==> src/rtl/ov7670_pkg.sv <==
// Shared definitions for the OV7670 luma capture path: state encoding and default geometry.
package ov7670_pkg;

    localparam int ADDR_W    = 16;
    localparam int DEF_IMG_W = 320;
    localparam int DEF_IMG_H = 200;

    typedef enum logic [1:0] {
        ST_IDLE       = 2'd0,
        ST_WAIT_VS    = 2'd1,
        ST_WAIT_FRAME = 2'd2,
        ST_CAPTURE    = 2'd3
    } cap_state_t;

endpackage

==> src/rtl/ov7670_capture_cam_sync.sv <==
// Brings the camera bus into the dclk domain. All 11 bits share one 2-FF chain so data
// stays aligned with PCLK; a third PCLK flop yields a one-cycle pulse per PCLK rise.
module cam_sync (
    input  logic       dclk,
    input  logic       rst,
    input  logic       i_pclk,
    input  logic       i_vsync,
    input  logic       i_href,
    input  logic [7:0] i_d,
    output logic       o_pe,
    output logic       o_vs,
    output logic       o_hr,
    output logic [7:0] o_d
);

    logic [10:0] r_s1;
    logic [10:0] r_s2;
    logic        r_s3;

    // Outputs are registered so pe, vs, hr and d always describe the same PCLK rise.
    always_ff @(posedge dclk or negedge rst) begin
        if (!rst) begin
            r_s1 <= '0;
            r_s2 <= '0;
            r_s3 <= 1'b0;
            o_pe <= 1'b0;
            o_vs <= 1'b0;
            o_hr <= 1'b0;
            o_d  <= '0;
        end else begin
            r_s1 <= {i_pclk, i_vsync, i_href, i_d};
            r_s2 <= r_s1;
            r_s3 <= r_s2[10];
            o_pe <= r_s2[10] & ~r_s3;
            o_vs <= r_s2[9];
            o_hr <= r_s2[8];
            o_d  <= r_s2[7:0];
        end
    end

endmodule

==> src/rtl/ov7670_capture.sv <==
// Writer side of the greyscale frame buffer: keeps the Y byte of each YUYV pixel and
// writes it to the image RAM at line*IMG_W + col, one frame per VSYNC period.
module ov7670_capture
    import ov7670_pkg::*;
#(
    parameter int IMG_W   = DEF_IMG_W,
    parameter int IMG_H   = DEF_IMG_H,
    parameter int Y_PHASE = 0
) (
    input  logic              dclk,
    input  logic              rst,
    input  logic              capture_en,
    input  logic              cam_pclk,
    input  logic              cam_vsync,
    input  logic              cam_href,
    input  logic [7:0]        cam_d,
    output logic              wr_en,
    output logic [ADDR_W-1:0] wr_addr,
    output logic [7:0]        wr_data,
    output logic              frame_done,
    output logic              busy,
    output logic [7:0]        frame_cnt,
    output cap_state_t        dbg_state
);

    localparam int                COL_W    = $clog2(IMG_W + 1);
    localparam int                LINE_W   = $clog2(IMG_H + 1);
    localparam logic [COL_W-1:0]  COL_MAX  = COL_W'(IMG_W);
    localparam logic [LINE_W-1:0] LINE_MAX = LINE_W'(IMG_H);
    localparam logic [ADDR_W-1:0] ROW_STEP = ADDR_W'(IMG_W);
    localparam logic              PH_Y     = (Y_PHASE != 0);

    logic       w_pe;
    logic       w_vs;
    logic       w_hr;
    logic [7:0] w_d;

    cap_state_t        r_state;
    logic [COL_W-1:0]  r_col;
    logic [LINE_W-1:0] r_line;
    logic [ADDR_W-1:0] r_row_base;
    logic              r_phase;
    logic              r_hr_prev;

    cam_sync u_sync (
        .dclk    (dclk),
        .rst     (rst),
        .i_pclk  (cam_pclk),
        .i_vsync (cam_vsync),
        .i_href  (cam_href),
        .i_d     (cam_d),
        .o_pe    (w_pe),
        .o_vs    (w_vs),
        .o_hr    (w_hr),
        .o_d     (w_d)
    );

    assign dbg_state = r_state;

    always_ff @(posedge dclk or negedge rst) begin
        if (!rst) begin
            r_state    <= ST_IDLE;
            r_col      <= '0;
            r_line     <= '0;
            r_row_base <= '0;
            r_phase    <= 1'b0;
            r_hr_prev  <= 1'b0;
            wr_en      <= 1'b0;
            wr_addr    <= '0;
            wr_data    <= '0;
            frame_done <= 1'b0;
            busy       <= 1'b0;
            frame_cnt  <= '0;
        end else begin
            wr_en      <= 1'b0;
            frame_done <= 1'b0;
            case (r_state)
                ST_IDLE: begin
                    if (capture_en) r_state <= ST_WAIT_VS;
                end
                ST_WAIT_VS: begin
                    if (w_pe && w_vs) r_state <= ST_WAIT_FRAME;
                end
                ST_WAIT_FRAME: begin
                    if (w_pe && !w_vs) begin
                        r_state    <= ST_CAPTURE;
                        busy       <= 1'b1;
                        r_col      <= '0;
                        r_line     <= '0;
                        r_row_base <= '0;
                        r_phase    <= 1'b0;
                        r_hr_prev  <= 1'b0;
                    end
                end
                ST_CAPTURE: begin
                    if (w_pe) begin
                        r_hr_prev <= w_hr;
                        // VSYNC rise ends the frame even mid-line; it beats a coincident line end.
                        if (w_vs) begin
                            frame_done <= 1'b1;
                            frame_cnt  <= frame_cnt + 8'd1;
                            busy       <= 1'b0;
                            r_col      <= '0;
                            r_line     <= '0;
                            r_row_base <= '0;
                            r_phase    <= 1'b0;
                            r_hr_prev  <= 1'b0;
                            r_state    <= capture_en ? ST_WAIT_FRAME : ST_IDLE;
                        end else if (w_hr) begin
                            if (r_phase == PH_Y && r_col < COL_MAX && r_line < LINE_MAX) begin
                                wr_en   <= 1'b1;
                                wr_addr <= r_row_base + ADDR_W'(r_col);
                                wr_data <= w_d;
                            end
                            r_phase <= ~r_phase;
                            if (r_phase && r_col < COL_MAX) r_col <= r_col + COL_W'(1);
                        end else if (r_hr_prev) begin
                            // Empty lines do not consume a RAM row; row_base replaces a multiplier.
                            if (r_col != '0 && r_line < LINE_MAX) begin
                                r_line     <= r_line + LINE_W'(1);
                                r_row_base <= r_row_base + ROW_STEP;
                            end
                            r_col   <= '0;
                            r_phase <= 1'b0;
                        end
                    end
                end
                default: r_state <= ST_IDLE;
            endcase
        end
    end

endmodule

==> config.mk <==
export PLATFORM = sky130hd
export DESIGN_NAME = ov7670_capture
export DESIGN_NICKNAME = d
export VERILOG_FILES = /design/src/rtl/ov7670_pkg.sv /design/src/rtl/ov7670_capture_cam_sync.sv /design/src/rtl/ov7670_capture.sv
export SDC_FILE = /design/constraint.sdc
export NUM_CORES = 1
export LEC_CHECK = 0
export ABC_AREA = 1
export CORE_AREA = 2 2 105 117
export CTS_CLUSTER_DIAMETER = 50
export DETAILED_ROUTE_END_ITERATION = 12
export DIE_AREA = 0 0 107 119
export MAX_ROUTING_LAYER = met4
export SLEW_MARGIN = 30
export SYNTH_ARGS = -nofsm -noshare
export SYNTH_HDL_FRONTEND = slang
export SYNTH_HIERARCHICAL = 1
export SYNTH_SLANG_ARGS = --single-unit
==> constraint.sdc <==
create_clock -name dclk -period 2.6 [get_ports dclk]
set_clock_uncertainty 0.1 [all_clocks]
set_input_delay 0.39 -clock dclk [delete_from_list [all_inputs] [get_ports dclk]]
set_output_delay 0.39 -clock dclk [all_outputs]
set_load 0.05 [all_outputs]
# After elaboration in Yosys (flattened, before gate mapping)
# Index checks and enable logic that the tools add are counted.
# word_totals
inputBits	14
out_inout_bits	37
reg_bits	106
wordCells	110
# classes
reduce_logical	18
bitwise_logic	4
n_mux	49
eq_ne	13
magnitude_cmp	2
add_sub_neg	5
# ops
op	count
two-way mux 16 bit	6
two-way mux 9 bit	6
two-way mux 8 bit	6
one-hot mux 16 bit (2 select lines)	1
two-way mux 1 bit	18
one-hot mux 9 bit (2 select lines)	1
adder 16 x 9 -> 16 bit	1
adder 16 x 9 -> 16 bit (second input constant)	1
adder 8 x 1 -> 8 bit (second input constant)	2
one-hot mux 8 bit (2 select lines)	1
AND reduction 5 bit	3
two-way mux 2 bit	6
adder 9 x 1 -> 9 bit (second input constant)	1
< comparator 9 bit (second input constant)	1
!= test 3 x 2 -> 1 bit (second input constant)	3
nonzero test 9 bit	1
< comparator 8 bit (second input constant)	1
one-hot mux 2 bit (4 select lines)	1
AND reduction 4 bit	2
logical AND 1 bit	6
!= test 2 bit (second input constant)	3
one-hot mux 1 bit (2 select lines)	3
AND reduction 3 bit	2
AND reduction 6 bit	1
other kinds (10)	14

# Depth between registers and ports, before layout
# logic_depth
word_depth	8
ltp_mapped	10
mapped_depth_nobuf	10

# Hierarchy
# The synthesis kept the hierarchy.
# modules_own_cells
mod	n_inst	seq_area_each_um2	area_per_inst_um2	cells_per_inst
ov7670_capture	1	1651.6	3643.5	456
cam_sync	1	850.8	860.8	36

# Worst setup path after synthesis
# OpenSTA, ideal clock, no wires.
# synth_timing
path_type	reg-to-reg
from	register r_state[0] (netlist: dbg_state[0])
to	register wr_addr[7]
path_buffers	1
t_arrival_ps	1665
required_time_ps	2377
period_less_slack_ps	1888
path_stages_with_launch	9
setup_slack_ps	712
setup_time_ps	123
path_cell_list	dfrtp_1 > nand2_4 > nor2_8 > nand2_4 > nor2_4 > nand4_2 > buf_2 > nand2_1 > o21ai_1
# synth_between
elab_chain_len	2
# synth_lines
item	line_no	rtl
start, declared	ov7670_capture.sv:38	cap_state_t r_state;
start signal, assigned	ov7670_capture.sv:108	r_state <= capture_en ? ST_WAIT_FRAME : ST_IDLE;
equality test 2 bit	ov7670_capture.sv:77	case (r_state)
AND reduction 5 bit (no source line)	n/a	
end signal, assigned	ov7670_capture.sv:112	wr_addr <= r_row_base + ADDR_W'(r_col);
end, declared	ov7670_capture.sv:18	output logic [ADDR_W-1:0] wr_addr,
# No other way between the ends.
# A chain may end at the register's enable or synchronous reset.

# Final worst setup path
# layout_timing
from	register r_state[0] (netlist: dbg_state[0])
to	output dbg_state[0]
# layout_lines
item	line_no	rtl
end, declared	ov7670_capture.sv:23	output cap_state_t dbg_state
# No word-level cell between the ends.

==> reports/metrics.csv <==
metric,value,unit
vias,3328,
io pins,51,
Placed Cells,688,
Leak,2.70,nW
Pre-antenna DRT Iters,4,
"commonest non-fill, non-tap cell in the layout",nand2_1,
"Net Count, Synth",514,
min-delay worst type,flop to flop,
total wire length,8750,µm
Clock Path Buffers,2,
commonest register cell after synthesis,dfrtp_1,
DIE AREA,12700,µm²
DRC,0,
Yosys warnings,6,
Slew @ Worst Pin,0.525,ns
Core Region,11700,µm²
antenna-violating nets left,0,
layout cell share with drive strength beyond 1,9.62,%
number of distinct library cells after synthesis,32,
TritonCTS Buffers,9,
Post-synth EDFFs,0,
RSZ-0062 raised after global routing,no,
"Largest delay share family, worst path",buffers and inverters,
worst reg-to-reg path cell count,8,
Syn Area/Cell,9.16,µm²
sequential area share after synthesis,55.6,%
CP Cell Sequence,clkdlybuf4s50_1,
grt total ovfl,0,
Initial Utilization,38.4,%
vias in the first global route,3264,
CTS sink cnt,100,
final worst slack,0.399,ns
final critical-path required period,2.20,ns
1st-iter DRT viols,199,
antenna violations before repair,0,
crit path from,dbg_state[0],
count of max-cap constraint violations,0,
# fillers,1112,
Diodes inserted,0,
"Clk pin slew, worst setup/hold paths",0.07,ns
Vias/cell,4.72,
Synth async-reset ratio,100,%
Slew Limit Headroom,64.9,%
most frequent cells in the layout,"nand2_1 (143), dfrtp_1 (100), nand3_1 (59)",
FF-to-FF End,wr_addr[0],
Row Count,42,
clk_lat worst skew,0.35,ns
NumNets Final,568,
kind of critical path,flop to output pin,
r2r startpoint,dbg_state[0],
Post-Route Setup TNS,0,ns
crit path max-delay cell type,clkdlybuf4s50_1,
die height,119,µm
synthesized area,4500,µm²
Synth area leader,dfrtp_1,
H-tree depth,3,
required time of the critical path,2.11,ns
die span in x,107,µm
reg2reg setup slack,0.53,ns
GRT Total Usage,15.6,%
gp weighted congestion,0.866,
max incr delay on CP,0.87,ns
Tcrit/Tclk final,84.7,%
first-pass GRT wire length,15400,µm
Setup WS pre-CTS,0.533,ns
wire length per cell,12.4,µm
status,finished clean,
"flops & latches, synth",100,
Final Max Slew Viols,0,
clk root buf,clkbuf_16,
final hold vios,0,
# resized after CTS,0,
share of the synthesized area in the top cell type,55.6,%
DP HPWL,6160,µm
synth-to-layout area growth,21.6,%
crit path DAT,1.71,ns
final instance count without filler cells,705,
VDD IR-drop max,0.000731,V
crit path launch type,flop,
synth top area cells,"dfrtp_1 (56%), nand2_1 (12%), nand3_1 (6.6%)",
CTS tree,built,
crit path capture,dbg_state[0],
Syn Inst Count,492,
nature of the critical path endpoint,output pin,
PortBufs,50,
Buffers & Inverters on Critical Path,1,
Max Clk Rate,454,MHz
Worst Path Max Fanout,6,
Critical Path Stages,1,
final setup fails,0,
largest net degree at the start of global routing,68,
pwr dens,776,nW/µm²
## Yosys cell counts, types with 3 or more instances
library cell	count
xnor2_1	3
nand2_1	143
xor2_1	13
a21oi_1	4
nor2_2	3
nand4_1	10
ha_1	8
dfrtp_1	100
o21ai_1	13
nor3_1	4
nand3b_1	4
nor2_1	27
buf_2	7
nand2_4	4
nand3_1	59
o21ai_0	11
inv_1	46
buf_4	3
nand2_2	13
## worst min-delay path by stage
stage | startpoint | to | slack, ns | cells after the start
5_1_grt | u_sync/r_s2[8] | u_sync/o_hr | 0.25 | 0
3_3_place_gp | u_sync/r_s1[6] | u_sync/r_s2[6] | 0.23 | 0
3_5_place_dp | u_sync/r_s2[0] | u_sync/o_d[0] | 0.23 | 0
6_report | u_sync/r_s1[3] | u_sync/r_s2[3] | 0.25 | 0
2_1_floorplan | rst | busy | -0.006 | 0
4_1_cts | u_sync/r_s2[0] | u_sync/o_d[0] | 0.25 | 0
## what timing repair did
| action | in CTS | in global routing |
|---|---|---|
| hold buffers | 1 | 0 |
| setup endpoints to repair | 0 | 0 |
| buffers inserted | 0 | 0 |
| endpoints found under the hold margin | 33 | 0 |
## cell type report
cell class              count  area, µm²  area share [%]
inverters                  47        176            3.22
clock inverters             6       72.6            1.32
flip-flops and latches    100       2500            45.7
clock buffers              10        239            4.36
well taps                 154        193            3.52
repair buffers             55        551            10.1
multi-input cells         333       1740            31.8
## kinds of logic (layout without fill, tap and decap cells)
| logic type | count (synthesis) | in the layout | share of synthesized area (%) |
|---|---|---|---|
| buffers and inverters | 59 | 118 | 5.72 |
| flip-flops | 100 | 100 | 55.6 |
| adder cells (fa/ha/maj) | 8 | 8 | 2.22 |
| AO/OA/AOI/OAI | 32 | 32 | 3.97 |
| AND/OR/NAND/NOR | 277 | 277 | 29.4 |
| XOR/XNOR | 16 | 16 | 3.11 |
## through the flow
stage                     cell area, µm²  hold WS [ns]  utilization (%)  total power, mW
final                               5480         0.249             46.7             4.25
after CTS                           5480         0.250             46.7             4.31
after detailed placement            5160         0.235             44.0             2.92
after global routing                5480         0.254             46.7             4.47
after floorplan                     4500      -0.00559                -             2.55
after global placement              5160         0.232             44.0             2.90
## registers in the layout, indices dropped and copies added (netlist names)
register / cells
u_sync/o_d: 8
wr_data: 8
u_sync/o_hr: 1
r_hr_prev: 1
r_col: 9
wr_addr: 16
frame_cnt: 8
frame_done: 1
u_sync/o_pe: 1
r_phase: 1
u_sync/r_s1: 11
r_row_base: 10
dbg_state: 2
busy: 1
u_sync/o_vs: 1
u_sync/r_s2: 11
r_line: 8
u_sync/r_s3: 1
wr_en: 1
## where the power goes
part / switching (mW) / leakage (nW) / total, mW / internal [mW]
clock network: 0.590 / 0.149 / 1.37 / 0.780
logic: 0.723 / 1.25 / 1.05 / 0.324
registers: 0.127 / 1.30 / 1.83 / 1.70
total: 1.44 / 2.70 / 4.25 / 2.81
## routing by layer
metal	track usage [%]	routed length (µm)
met1	19.8	3980
met2	24.0	4270
met3	2.96	302
met4	7.87	202
met5	-	0
(Power assumes the default switching activity.)
